`config.mk`:
```
export PLATFORM = sky130hd
export DESIGN_NAME = line_driver
export DESIGN_NICKNAME = d
export VERILOG_FILES = /design/src/rtl/line_driver_pkg.sv /design/src/rtl/line_driver.sv
export SDC_FILE = /design/constraint.sdc
export NUM_CORES = 1
export LEC_CHECK = 0
export BUFFER_PORTS_ARGS = -buffer_cell sky130_fd_sc_hd__buf_2
export CAP_MARGIN = 20
export CORE_ASPECT_RATIO = 0.7
export CORE_MARGIN = 3
export CORE_UTILIZATION = 30
export CTS_BUF_LIST = sky130_fd_sc_hd__clkbuf_8
export DETAILED_ROUTE_END_ITERATION = 10
export GPL_TIMING_DRIVEN = 0
export HOLD_SLACK_MARGIN = 0.05
export PLACE_DENSITY_LB_ADDON = 0.08
export SLEW_MARGIN = 20
export SYNTH_ARGS = -nofsm -noshare
export SYNTH_HDL_FRONTEND = slang
export SYNTH_SLANG_ARGS = --single-unit
```
`constraint.sdc`:
```
create_clock -name CLK -period 6.6 [get_ports CLK]
set_input_delay 0.99 -clock CLK [delete_from_list [all_inputs] [get_ports CLK]]
set_output_delay 0.99 -clock CLK [all_outputs]
set_load 0.01 [all_outputs]
```
`src/rtl/line_driver_pkg.sv`:
```
// Shared constants for the line driver: state encoding, line geometry and a
// helper that picks one 32-bit word out of a 128-bit line.
package line_driver_pkg;

  localparam int unsigned LINE_WORDS = 4;
  localparam int unsigned WORD_W     = 32;
  localparam int unsigned LINE_W     = 128;

  // Plain constants (not an enum) so the encoding is visible to legacy tools.
  localparam logic [1:0] StIdle  = 2'd0;
  localparam logic [1:0] StWrite = 2'd1;
  localparam logic [1:0] StRead  = 2'd2;

  localparam logic [1:0] LastBeat = 2'(LINE_WORDS - 1);

  // Word n of a line lives at bits 32n+31:32n.
  function automatic logic [WORD_W-1:0] line_word(input logic [LINE_W-1:0] line,
                                                  input logic [1:0]        idx);
    return line[int'(idx) * WORD_W +: WORD_W];
  endfunction

endpackage

```
`src/rtl/line_driver.sv`:
```
// Line driver: turns a single 128-bit line request into four 32-bit word
// accesses on a synchronous word memory with one-cycle read latency.
//   CLK, RST      : clock, synchronous active-high reset
//   REQ           : request strobe, only honoured when idle
//   ADDRESS       : line address
//   WDATA / RW    : line write data, direction (1 = write)
//   RDATA         : last completed line read
//   PENDING       : request in service
//   MEM_ADDRESS   : word address {line, beat}
//   MEM_WDATA     : word write data
//   MEM_WE        : word write enable
//   MEM_RDATA     : word read data (one cycle after its address)
module line_driver
  import line_driver_pkg::*;
#(
  parameter int unsigned ADDR_W = 26
) (
  input  logic              CLK,
  input  logic              RST,
  input  logic              REQ,
  input  logic [ADDR_W-1:0] ADDRESS,
  input  logic [LINE_W-1:0] WDATA,
  input  logic              RW,
  output logic [LINE_W-1:0] RDATA,
  output logic              PENDING,
  output logic [ADDR_W+1:0] MEM_ADDRESS,
  output logic [WORD_W-1:0] MEM_WDATA,
  output logic              MEM_WE,
  input  logic [WORD_W-1:0] MEM_RDATA
);

  localparam int unsigned ShadowW = LINE_W - WORD_W;

  logic [1:0]         state_q, state_d;
  logic [1:0]         beat_q, beat_d;
  logic               tail_q, tail_d;
  logic [ADDR_W-1:0]  line_q, line_d;
  logic [LINE_W-1:0]  wdata_q, wdata_d;
  logic [ADDR_W+1:0]  mem_addr_q, mem_addr_d;
  logic [WORD_W-1:0]  mem_wdata_q, mem_wdata_d;
  logic               mem_we_q, mem_we_d;
  logic [ShadowW-1:0] shadow_q, shadow_d;
  logic [LINE_W-1:0]  rdata_q, rdata_d;

  always_comb begin
    state_d     = state_q;
    beat_d      = beat_q;
    tail_d      = tail_q;
    line_d      = line_q;
    wdata_d     = wdata_q;
    mem_addr_d  = mem_addr_q;
    mem_wdata_d = mem_wdata_q;
    mem_we_d    = 1'b0;
    shadow_d    = shadow_q;
    rdata_d     = rdata_q;

    unique case (state_q)
      StIdle: begin
        if (REQ) begin
          line_d     = ADDRESS;
          wdata_d    = WDATA;
          beat_d     = 2'd0;
          tail_d     = 1'b0;
          // Beat 0 goes out on the acceptance edge itself.
          mem_addr_d = {ADDRESS, 2'd0};
          if (RW) begin
            state_d     = StWrite;
            mem_we_d    = 1'b1;
            mem_wdata_d = line_word(WDATA, 2'd0);
          end else begin
            state_d = StRead;
          end
        end
      end
      StWrite: begin
        if (beat_q == LastBeat) begin
          state_d = StIdle;
          beat_d  = 2'd0;
        end else begin
          beat_d      = beat_q + 2'd1;
          mem_we_d    = 1'b1;
          mem_addr_d  = {line_q, beat_d};
          mem_wdata_d = line_word(wdata_q, beat_d);
        end
      end
      StRead: begin
        // MEM_RDATA carries the word addressed two edges ago; words shift in
        // from the top so word 0 ends up in the low bits.
        if (beat_q != 2'd0 || tail_q) begin
          shadow_d = {MEM_RDATA, shadow_q[ShadowW-1:WORD_W]};
        end
        if (tail_q) begin
          state_d = StIdle;
          beat_d  = 2'd0;
          tail_d  = 1'b0;
          rdata_d = {MEM_RDATA, shadow_q};
        end else if (beat_q == LastBeat) begin
          tail_d = 1'b1;
        end else begin
          beat_d     = beat_q + 2'd1;
          mem_addr_d = {line_q, beat_d};
        end
      end
      default: state_d = StIdle;
    endcase
  end

  always_ff @(posedge CLK) begin
    if (RST) begin
      state_q     <= StIdle;
      beat_q      <= 2'd0;
      tail_q      <= 1'b0;
      line_q      <= '0;
      wdata_q     <= '0;
      mem_addr_q  <= '0;
      mem_wdata_q <= '0;
      mem_we_q    <= 1'b0;
      shadow_q    <= '0;
      rdata_q     <= '0;
    end else begin
      state_q     <= state_d;
      beat_q      <= beat_d;
      tail_q      <= tail_d;
      line_q      <= line_d;
      wdata_q     <= wdata_d;
      mem_addr_q  <= mem_addr_d;
      mem_wdata_q <= mem_wdata_d;
      mem_we_q    <= mem_we_d;
      shadow_q    <= shadow_d;
      rdata_q     <= rdata_d;
    end
  end

  assign PENDING     = (state_q != StIdle);
  assign MEM_ADDRESS = mem_addr_q;
  assign MEM_WDATA   = mem_wdata_q;
  assign MEM_WE      = mem_we_q;
  assign RDATA       = rdata_q;

endmodule

```
# Word-level counts from Yosys, hierarchy flattened
# Cells that the tools add are included.
[totals]
elab_cells = 63
mem_bits_ro = 0
ram_bits = 0
ff_bits = 444
output_inout_bits = 190
latchBits = 0
n_memories = 0
inputBits = 190
[op_classes]
n_reduce_logical = 15
mul = 0
shift = 1
n_mux = 26
n_eq_ne = 10
bitwise = 0
order_cmp = 0
add_sub_neg = 1
div = 0
[op_table]
columns = ["operator", "count"]
rows = [
  ["$shiftx A128 B8 Y32", 1],
  ["$mux W32", 3],
  ["$mux W28", 3],
  ["$pmux W28 S3", 1],
  ["$pmux W32 S2", 1],
  ["$mux W2", 8],
  ["$ne A2 B2 Y1 const B", 6],
  ["$pmux W2 S3", 2],
  ["$reduce_and A3 Y1", 3],
  ["$reduce_and A2 Y1", 4],
  ["$reduce_bool A2 Y1", 4],
  ["$mux W1", 6],
  ["$eq A2 B2 Y1 const B", 2],
  ["$pmux W1 S2", 2],
  ["$reduce_and A4 Y1", 1],
  ["$ne A3 B3 Y1 const B", 1],
  ["$reduce_bool A3 Y1", 1],
  ["$add A2 B1 Y2 const B", 1],
  ["$eq A2 B1 Y1 const B", 1],
  ["$logic_not A2 Y1", 1],
  ["$logic_or A1 B1 Y1", 1],
]

# Depth between registers and ports, before layout
# Gate-level depths: netlist (run 1).
[logic_depth]
word_depth = 4
depth_mapped = 9
depth_no_buf = 5

# Least setup slack after synthesis (run 1)
# Ideal clock, no wire load.
[synth_path]
kind = "register to register"
startpoint = "register beat_q[0]"
endpoint = "register mem_wdata_q[1] (netlist: MEM_WDATA[1])"
path_buffers = 4
setup_ps = 136
t_required_ps = 6464
period_less_slack_ps = 2066
stages_incl_launch_ff = 10
t_arrival_ps = 1930
slack_ps = 4534
cell_sequence = "dfxtp_1 -> buf_2 -> buf_4 -> inv_1 -> ha_1 -> and2_1 -> clkbuf_2 -> clkbuf_1 -> a222oi_1 -> a211oi_2"
[synth_between]
elab_chain_cells = 4
word_cells_on_any_way = 7
cone_classes = "add/sub (1); eq/ne (2); shift (1); mux (2); reduce/logical (1)"
[synth_rtl]
columns = ["element", "line", "rtl"]
rows = [
  ["start, declared", "line_driver.sv:35", "logic [1:0] beat_q, beat_d;"],
  ["start signal, assigned", "line_driver.sv:122", "beat_q <= beat_d;"],
  ["$add A2 B1 Y2", "line_driver.sv:80", "beat_d = beat_q + 2'd1;"],
  ["$shiftx A128 B8 Y32", "line_driver_pkg.sv:19", "return line[int'(idx) * WORD_W +: WORD_W];"],
  ["$mux W32", "line_driver.sv:76", "if (beat_q == LastBeat) begin"],
  ["$pmux W32 S2", "line_driver.sv:57", "unique case (state_q)"],
  ["end signal, assigned", "line_driver.sv:127", "mem_wdata_q <= mem_wdata_d;"],
  ["end, declared", "line_driver.sv:40", "logic [WORD_W-1:0] mem_wdata_q, mem_wdata_d;"],
]
# Parallel ways exist; a longest one is shown, timed or not. The select of a mux whose other input is x is not followed.
# A chain may end at the register's enable or synchronous reset.

# Final worst setup path (run 1)
[layout_path]
startpoint = "register beat_q[0]"
endpoint = "register mem_wdata_q[11] (netlist: MEM_WDATA[11])"
# Same word-level chain as after synthesis.

==> summary.md, run 1 <==
| Metric | Value |
|---|---|
| Outcome | finished, final reports clean |
| Dpl cell area | 0.0204 mm^2 |
| Synthesis-stage register bit count | 444 |
| Vias in the first global route | 16300 |
| Largest net degree at the start of global routing | 11 |
| Leading area contributor after synthesis | dfxtp_1 |
| Worst stage delay on the critical path | 0.54 ns |
| Hold-fix buffers, CTS | 0 |
| CP max FO | 10 |
| CTS clock-pin slew for the worst setup and hold paths | 0.06 ns |
| DR vias/cell | 5.02 |
| Critical Path AT | 3.53 ns |
| 1st-pass router iterations | 7 |
| Overall power | 6.59 mW |
| Most frequent cells in the layout | 571 x nand2_1, 444 x dfxtp_1, 414 x buf_2, 383 x a21oi_1, 144 x clkbuf_1 |
| RSZ-0062 raised after global routing | false |
| CTS max path bufs | 3 |
| Fin Setup TNS | 0 ns |
| Fmax | 334 MHz |
| Rows | 73 |
| Wire per inst | 20.6 um |
| Layout cells sized above 1 | 0.226 |
| Hold path startpoint | shadow_q[0] |
| Peak supply drop | 0.000149 V |
| Initial drt markers | 1349 |
| Post-Layout Cell Count | 3348 |
| Crit-path cells | buf_2 -> buf_4 -> inv_1 -> ha_1 -> and2b_1 -> clkbuf_1 -> a222oi_1 -> a211oi_1 |
| CORE AREA | 0.0573 mm^2 |
| Required time at the worst-slack endpoint | 7.14 ns |
| Yosys cell types | 39 |
| Die height | 208 um |
| Syn Nets | 2281 |
| Main area contributors after synthesis | dfxtp_1 51%, nand2_1 12%, a21oi_1 11%, nand3b_1 4.2%, mux2_2 3.2% |
| GRT Util Overall | 0.217 |
| Total congestion overflow | 0 |
| Cell family with most CP delay | buffers and inverters |
| Clock sinks | 444 |
| Post-Synth XOR/XNOR Area | 0 |
| Worst Tran Pin Value | 1.04 ns |
| HPWL after DPL | 52800 um |
| Fraction of registers with async set/reset | 0 |
| Setup Skew | 0.0256 ns |
| Complex-gate fraction of the synthesized area | 0.207 |
| Design Area, Final | 0.0219 mm^2 |
| CP bufs+invs | 4 |
| Post-synth EDFFs | 0 |
| Min Clock Period, post-route | 3.00 ns |
| Finish-stage setup viols | 0 |
| Simple-gate share of the synthesized area | 0.173 |
| Worst setup EP type | flop |
| Synth-to-layout area growth | 24.8% |
| CTS tree | done |
| H-tree levels | 3 |
| Commonest non-fill, non-tap cell in the layout | nand2_1 |
| Syn Inst Count | 2082 |
| Ys Warns | 0 |
| Mapped Avg Cell Area | 8.42 um^2 |
| Final wirelength | 68900 um |
| Initial antenna violation count | 5 |
| Count of pins over their slew limit | 0 |
| Tcrit/Tclk final | 0.454 |
| Die X-Extent | 295 um |
| I/O Buffers | 378 |
| Layout Utilization | 0.382 |
| Largest family of logic cells by synthesized area | compound AO/OA/AOI/OAI gates |
| Vias | 16800 |
| Die ar. | 0.0614 mm^2 |
| Max Cap Viol | 0 |
| Crit-path slowest cell | clkbuf_1 |
| Sequential-to-total area share from yosys stat | 0.507 |
| Clock root buffer | clkbuf_8 |
| Ports | 380 |
| Final Wtd Congestion | 0.871 |
| WS Path Type | flop to flop |
| DRC | 0 |
| Post-cts resize count | 0 |
| Adder-Cell Fraction of Synth Area | 0.00642 |
| Dpl cells | 3210 |
| First-pass GRT wire length | 101000 um |
| Synth Cell Area | 0.0175 mm^2 |
| Cts bufs inserted | 76 |
| Leakage | 8.61 nW |
| PwrDens | 301 mW/mm^2 |
| Post-synthesis mux area share | 0.0571 |
| Worst skew pair latency | 0.64 ns |
| CP Launch Point | beat_q[0] |
| Count of final hold-check violations | 0 |
| RR Startpoint | beat_q[0] |
| Final #Nets | 2737 |
| Worst slew margin | 0.304 |
| Postcts setup bufs | 0 |
| Final antenna-violating net count | 0 |
| Hold crit path type | flop to flop |
| Ys flop type | dfxtp_1 |
| Synth top area share | 0.507 |
| Initial Utilization | 0.306 |
| Startpoint Class | flop |
-- cell type report --
cell class | count | area (um^2)
Fill cell | 6030 | 35400
Sequential cell | 444 | 8890
Multi-Input combinational cell | 1431 | 7780
Timing Repair Buffer | 378 | 1890
Clock buffer | 97 | 1340
Tap cell | 750 | 938
Buffer | 198 | 832
Clock inverter | 38 | 168
Inverter | 9 | 33.8
Antenna cell | 3 | 7.51
-- synth_stat cells, types with 4 or more instances --
cell type / number
a211oi_2: 4
and2_1: 4
nor2b_1: 6
a21oi_1: 383
mux2_2: 50
a211oi_1: 54
o31ai_1: 4
a31oi_1: 59
buf_1: 9
mux2_1: 14
buf_6: 4
dfxtp_1: 444
inv_1: 8
a222oi_1: 32
ha_1: 9
nand3b_1: 97
clkbuf_1: 145
mux2i_1: 28
buf_2: 36
o21ai_0: 97
nand2_1: 571
-- worst min-delay path: cells and delay by family, from the launching register on --
family,cells,cell delay (ns)
flip-flops,1,0.30
AND/OR/NAND/NOR,1,0.05
AO/OA/AOI/OAI,1,0.05
-- report_power, final --
| group | internal, mW | switching (mW) |
|---|---|---|
| sequential | 2.86 | 0.0980 |
| combinational | 0.413 | 0.750 |
| clock | 1.31 | 1.15 |
| total | 4.59 | 2.00 |
-- worst paths after layout --
path / end / slack, ns / cells past startpoint
max: MEM_WDATA[11] / 3.60 / 8
min: RDATA[0] / 0.45 / 2
max reg2reg: MEM_WDATA[11] / 3.60 / 8
min reg2reg: RDATA[0] / 0.45 / 2
-- sequential cells by signal (all words and copies together) (netlist names) --
signal and cells:
RDATA 128, wdata_q 128, shadow_q 96, MEM_WDATA 32, MEM_ADDRESS 28, line_q 26, beat_q 2, state_q 2
MEM_WE 1, tail_q 1
-- cell families after synthesis --
logic type / Yosys count
buf+inv: 207
fa+ha+maj: 9
simple gates: 690
compound gates: 640
flops: 444
mux: 92
-- routing by layer --
layer  share of wire  vias up  global-route usage
met4           0.023        8              0.0597
li1                -     8148                   -
met5         0.00089        -                   0
met3           0.081      119              0.0661
met1            0.50     8006               0.325
met2            0.39      525               0.297
-- per-stage QoR --
step | hold slack, ns | worst slack (ns)
after global placement | 0.439 | 3.22
after global routing | 0.468 | 3.45
after CTS | 0.450 | 3.65
after floorplan | 0.428 | 4.53
after detailed placement | 0.445 | 3.18
final | 0.447 | 3.60
(Power assumes the default switching activity.)
==> run 2: changes to the inputs <==
- clock period: 6.6 -> 2.6 ns (I/O delays scaled with it)
==> run 2 against run 1 <==
Against the previous run: clock-buffer cell count stayed put; via count up 4.3%; global-route usage increased by 0.68 points; critical path type unchanged; worst hold slack worse by 0.33 ns; clock skew up 0.0016 ns; clock power rose to 2.5 times the previous value; largest power group unchanged; first-iteration DRC count down 4.7%.
==> summary.md, run 2 (synthesized netlist as in run 1, its figures left out) <==
| Metric | Value |
|---|---|
| Outcome | finished, final reports clean |
| Largest net degree at the start of global routing | 11 |
| Die height | 208 um |
| Die ar. | 0.0614 mm^2 |
| Worst stage delay on the critical path | 0.48 ns |
| CTS max path bufs | 3 |
| Hold crit path type | input port to flop |
| GRT Util Overall | 0.224 |
| WS Path Type | flop to flop |
| HPWL after DPL | 52800 um |
| CP max FO | 10 |
| Fin Setup TNS | 0 ns |
| Pre-CTS setup slack | -0.318 ns |
| Fmax | 403 MHz |
| Initial Utilization | 0.306 |
| Min Clock Period, post-route | 2.48 ns |
| Die X-Extent | 295 um |
| Vias in the first global route | 17200 |
| Finish-stage setup viols | 0 |
| Ports | 380 |
| 1st-pass router iterations | 8 |
| DR vias/cell | 4.96 |
| Area of the multi-input gates | 0.00778 mm^2 |
| Clock root buffer | clkbuf_8 |
| Rows | 73 |
| Setup WS post-layout | 0.121 ns |
| Hold slack final | 0.120 ns |
| Final antenna-violating net count | 0 |
| Initial antenna violation count | 2 |
| Total congestion overflow | 0 |
| Initial drt markers | 1286 |
| Leakage | 9.42 nW |
| RSZ-0062 raised after global routing | false |
| Worst slew margin | 0.286 |
| Worst skew pair latency | 0.64 ns |
| Crit-path cells | buf_6 -> buf_4 -> inv_1 -> ha_1 -> and2b_2 -> clkbuf_4 -> a222oi_1 -> a211oi_1 |
| Postcts setup bufs | 0 |
| CTS tree | done |
| Max Cap Viol | 0 |
| PwrDens | 714 mW/mm^2 |
| Critical Path AT | 2.97 ns |
| Clock sinks | 444 |
| Count of pins over their slew limit | 0 |
| Tcrit/Tclk final | 0.953 |
| Most frequent cells in the layout | 570 x nand2_1, 443 x dfxtp_1, 415 x buf_2, 383 x a21oi_1, 186 x dlygate4sd3_1 |
| Worst setup EP type | flop |
| Commonest non-fill, non-tap cell in the layout | nand2_1 |
| Vias | 17500 |
| Cts bufs inserted | 76 |
| FF/Latch Area | 0.00889 mm^2 |
| Synth-to-layout area growth | 35.5% |
| Worst Tran Pin Value | 1.07 ns |
| I/O Buffers | 378 |
| Required time at the worst-slack endpoint | 3.09 ns |
| Crit-path slowest cell | a222oi_1 |
| Final Wtd Congestion | 0.871 |
| Layout cells sized above 1 | 0.215 |
| Layout Utilization | 0.415 |
| H-tree levels | 3 |
| Wire per inst | 20.0 um |
| Startpoint Class | flop |
| CORE AREA | 0.0573 mm^2 |
| Filler instances | 5853 |
| Peak supply drop | 0.000378 V |
| Final wirelength | 70800 um |
| DRC | 0 |
| Final #Nets | 2922 |
| First-pass GRT wire length | 105000 um |
| CTS clock-pin slew for the worst setup and hold paths | 0.06 ns |
| Setup Skew | 0.0272 ns |
| Count of final hold-check violations | 0 |
==> run 2: cell types whose count changed in the layout (fill, tap and decap cells not counted), moves of 2 or more <==
cell / delta
clkbuf_2: +3
clkbuf_4: +2
clkbuf_1: -8
dlygate4sd3_1: +186
==> run 2: final timing paths <==
path	from	to	slack (ns)	cells after the start
setup / recovery	beat_q[0]	MEM_WDATA[11]	0.12	8
hold / removal	RW	state_q[0]	0.12	4
setup reg to reg	beat_q[0]	MEM_WDATA[11]	0.12	8
hold reg to reg	shadow_q[0]	RDATA[0]	0.45	2
==> run 2: power breakdown <==
part / switching, mW / leakage, nW / internal, mW
Clock: 2.92 / 0.866 / 3.34
Combinational: 1.95 / 4.94 / 1.24
Sequential: 0.250 / 3.62 / 7.25
==> run 2: critical path: cells and delay by family, from the launching register on <==
family	cells	cell delay [ns]
buffers and inverters	4	0.71
AOI/OAI and AO/OA	2	0.63
DFF	1	0.37
adders and majority gates	1	0.30
and+or+nand+nor	1	0.30
==> run 2: layout make-up <==
type / instances / area share
diodes: 2 / 0.000211
multi-input cells: 1431 / 0.328
clock inverters: 38 / 0.00706
flip-flops and latches: 444 / 0.374
inverters: 9 / 0.00142
well taps: 750 / 0.0395
repair buffers: 564 / 0.158
clock buffers: 97 / 0.0562
plain buffers: 197 / 0.0357
==> run 2: repair_timing <==
item / in CTS / in global routing
hold buffers: 186 / 0
hold endpoints to repair: 218 / 0
gates cloned: 0 / 0
resized for setup: 9 / 10
endpoints found under the setup margin: 131 / 26
pin swaps: 1 / 2
==> run 2: layer usage <==
metal	vias up	part of all wire	track usage
li1	8519	-	-
met1	8330	0.50	0.332
met2	557	0.40	0.316
met3	117	0.076	0.0616
met4	2	0.023	0.0617
met5	-	0.00020	0
==> run 2: per-stage QoR <==
stage,total power [mW],cell area [um^2],cells
CTS,17.2,23700,3531
global placement,10.5,20400,3210
finish,16.9,23800,3532
global route,17.8,23800,3531
detailed placement,10.6,20400,3210
floorplan,9.37,17500,2082
==> run 3: changes to the inputs <==
- CAP_MARGIN: 20 -> default
- SETUP_SLACK_MARGIN: default -> 0.2
- clock period: 2.6 -> 2.7 ns (I/O delays scaled with it)
==> run 3 against run 2 <==
Against the previous run: utilization is essentially flat; setup slack improved by 0.19 ns; combinational power fell by 3%; register-to-register slack gained 0.19 ns.
==> summary.md, run 3 (synthesized netlist as in run 1, its figures left out) <==
| Metric | Value |
|---|---|
| Dpl cell area | 0.0204 mm^2 |
| Commonest non-fill, non-tap cell in the layout | nand2_1 |
| Clock share of power | 0.369 |
| Layout Utilization | 0.415 |
| Clock sinks | 444 |
| Count of final hold-check violations | 0 |
| CTS clock-pin slew for the worst setup and hold paths | 0.06 ns |
| Worst setup EP type | flop |
| Die height | 208 um |
| H-tree levels | 3 |
| Required time at the worst-slack endpoint | 3.19 ns |
| Vias | 17600 |
| Final #Nets | 2922 |
| Setup WS post-layout | 0.315 ns |
| FF-to-FF setup slack | 0.32 ns |
| Pre-CTS setup slack | -0.218 ns |
| Switch Pwr | 4.94 mW |
| Tcrit/Tclk final | 0.883 |
| GR Util met2 | 0.316 |
| R2R cell count | 8 |
| Total congestion overflow | 0 |
| Postcts setup bufs | 0 |
| Fmax | 419 MHz |
| Leakage | 9.44 nW |
| Max Cap Viol | 0 |
| Cts bufs inserted | 76 |
| Final antenna-violating net count | 0 |
| Synth-to-layout area growth | 35.7% |
| Peak supply drop | 0.000364 V |
| Startpoint Class | flop |
| RSZ-0062 raised after global routing | false |
| Worst slew margin | 0.281 |
| Wire per inst | 20.0 um |
| Vias in the first global route | 17200 |
| Hold path startpoint | RW |
| Finish-stage setup viols | 0 |
| CORE AREA | 0.0573 mm^2 |
| Outcome | finished, final reports clean |
| Reg2reg end | MEM_WDATA[12] |
| Setup Skew | 0.0262 ns |
| Clock root buffer | clkbuf_8 |
| Hold endpoint | state_q[0] |
| Rows | 73 |
| Initial antenna violation count | 2 |
| Die ar. | 0.0614 mm^2 |
| Layout cells sized above 1 | 0.218 |
| Min Clock Period, post-route | 2.38 ns |
| First-pass GRT wire length | 105000 um |
| DR vias/cell | 4.97 |
| Initial Utilization | 0.306 |
| Most used routing layer | met1 |
| Comb pwr share | 0.188 |
| Ports | 380 |
| Worst skew pair latency | 0.64 ns |
| Post-Layout Cell Count | 3532 |
| Hold crit path type | input port to flop |
| Switching share of total power | 0.303 |
| Final wirelength | 70700 um |
| Design Area, Final | 0.0238 mm^2 |
| PwrDens | 687 mW/mm^2 |
| HPWL after DPL | 52800 um |
| CTS tree | done |
| Met1 Use GR | 0.332 |
| Largest net degree at the start of global routing | 11 |
| CTS max path bufs | 3 |
| Die X-Extent | 295 um |
| DRC | 0 |
| WHS Path Cells | 4 |
| Critical Path AT | 2.88 ns |
| Pint | 11.4 mW |
| Sequential share of power | 0.442 |
| Fin Setup TNS | 0 ns |
| 1st-pass router iterations | 8 |
| CP max FO | 10 |
| Final Wtd Congestion | 0.871 |
| GRT met3 Usage | 0.0616 |
| Most frequent cells in the layout | 570 x nand2_1, 443 x dfxtp_1, 414 x buf_2, 383 x a21oi_1, 186 x dlygate4sd3_1 |
| Worst Tran Pin Value | 1.08 ns |
| RR Startpoint | beat_q[0] |
| Initial drt markers | 1406 |
| GRT Util Overall | 0.224 |
| WS Path Type | flop to flop |
| Dpl cells | 3210 |
| Count of pins over their slew limit | 0 |
| I/O Buffers | 378 |
run 3: cell counts in the layout (fill, tap and decap cells not counted):
Identical to the previous run, type by type.
run 3: worst max path at each step:
stage,from,end,slack [ns],cells after the start
final,beat_q[0],MEM_WDATA[12],0.32,8
after global placement,beat_q[0],MEM_WDATA[12],-0.19,8
after CTS,beat_q[0],MEM_WDATA[12],0.22,8
after global routing,beat_q[0],MEM_WDATA[12],0.21,9
after detailed placement,beat_q[0],MEM_WDATA[5],-0.22,8
after floorplan,beat_q[0],MEM_WDATA[1],0.63,9
run 3: cell type report:
class | instances | area [um^2]
clock buffer | 97 | 1340
multi-input combinational | 1431 | 7790
antenna | 2 | 5.00
sequential | 444 | 8890
tap | 750 | 938
buffer | 197 | 868
clock inverter | 38 | 168
timing repair buffer | 564 | 3750
inverter | 9 | 33.8
fill | 5854 | 33500
run 3: power by group through the flow:
stage / combinational [mW] / sequential (mW) / clock [mW]
2_1_floorplan: 1.64 / 7.39 / 0
3_3_place_gp: 2.79 / 7.35 / 0
3_5_place_dp: 2.83 / 7.36 / 0
4_1_cts: 3.06 / 7.22 / 6.25
5_1_grt: 3.37 / 7.26 / 6.53
6_report: 3.08 / 7.23 / 6.04
run 3: per-stage QoR:
stage               power, mW  hold slack, ns
finish                   16.3           0.135
detailed placement       10.2           0.445
CTS                      16.5          0.0675
floorplan                9.02           0.428
global placement         10.1           0.439
global route             17.2           0.128
run 3: worst max-delay path: stages, from the launching register on:
cell,delay (ns)
dfxtp_2,0.38
buf_8,0.17
buf_6,0.18
inv_1,0.06
ha_1,0.30
and2b_2,0.30
buf_4,0.21
a222oi_1,0.48
a211oi_1,0.15
run 3: layer usage:
layer,share of wire,vias to the layer above
met1,0.50,8369
li1,-,8515
met5,0.00020,-
met3,0.077,118
met2,0.40,553
met4,0.023,2
run 3: what timing repair did:
action                     4_1_cts  5_1_grt
pin swaps                        1        2
hold endpoints to repair       217        0
setup endpoints to repair      152      101
hold buffers                   186        0
gates resized for setup         12       27
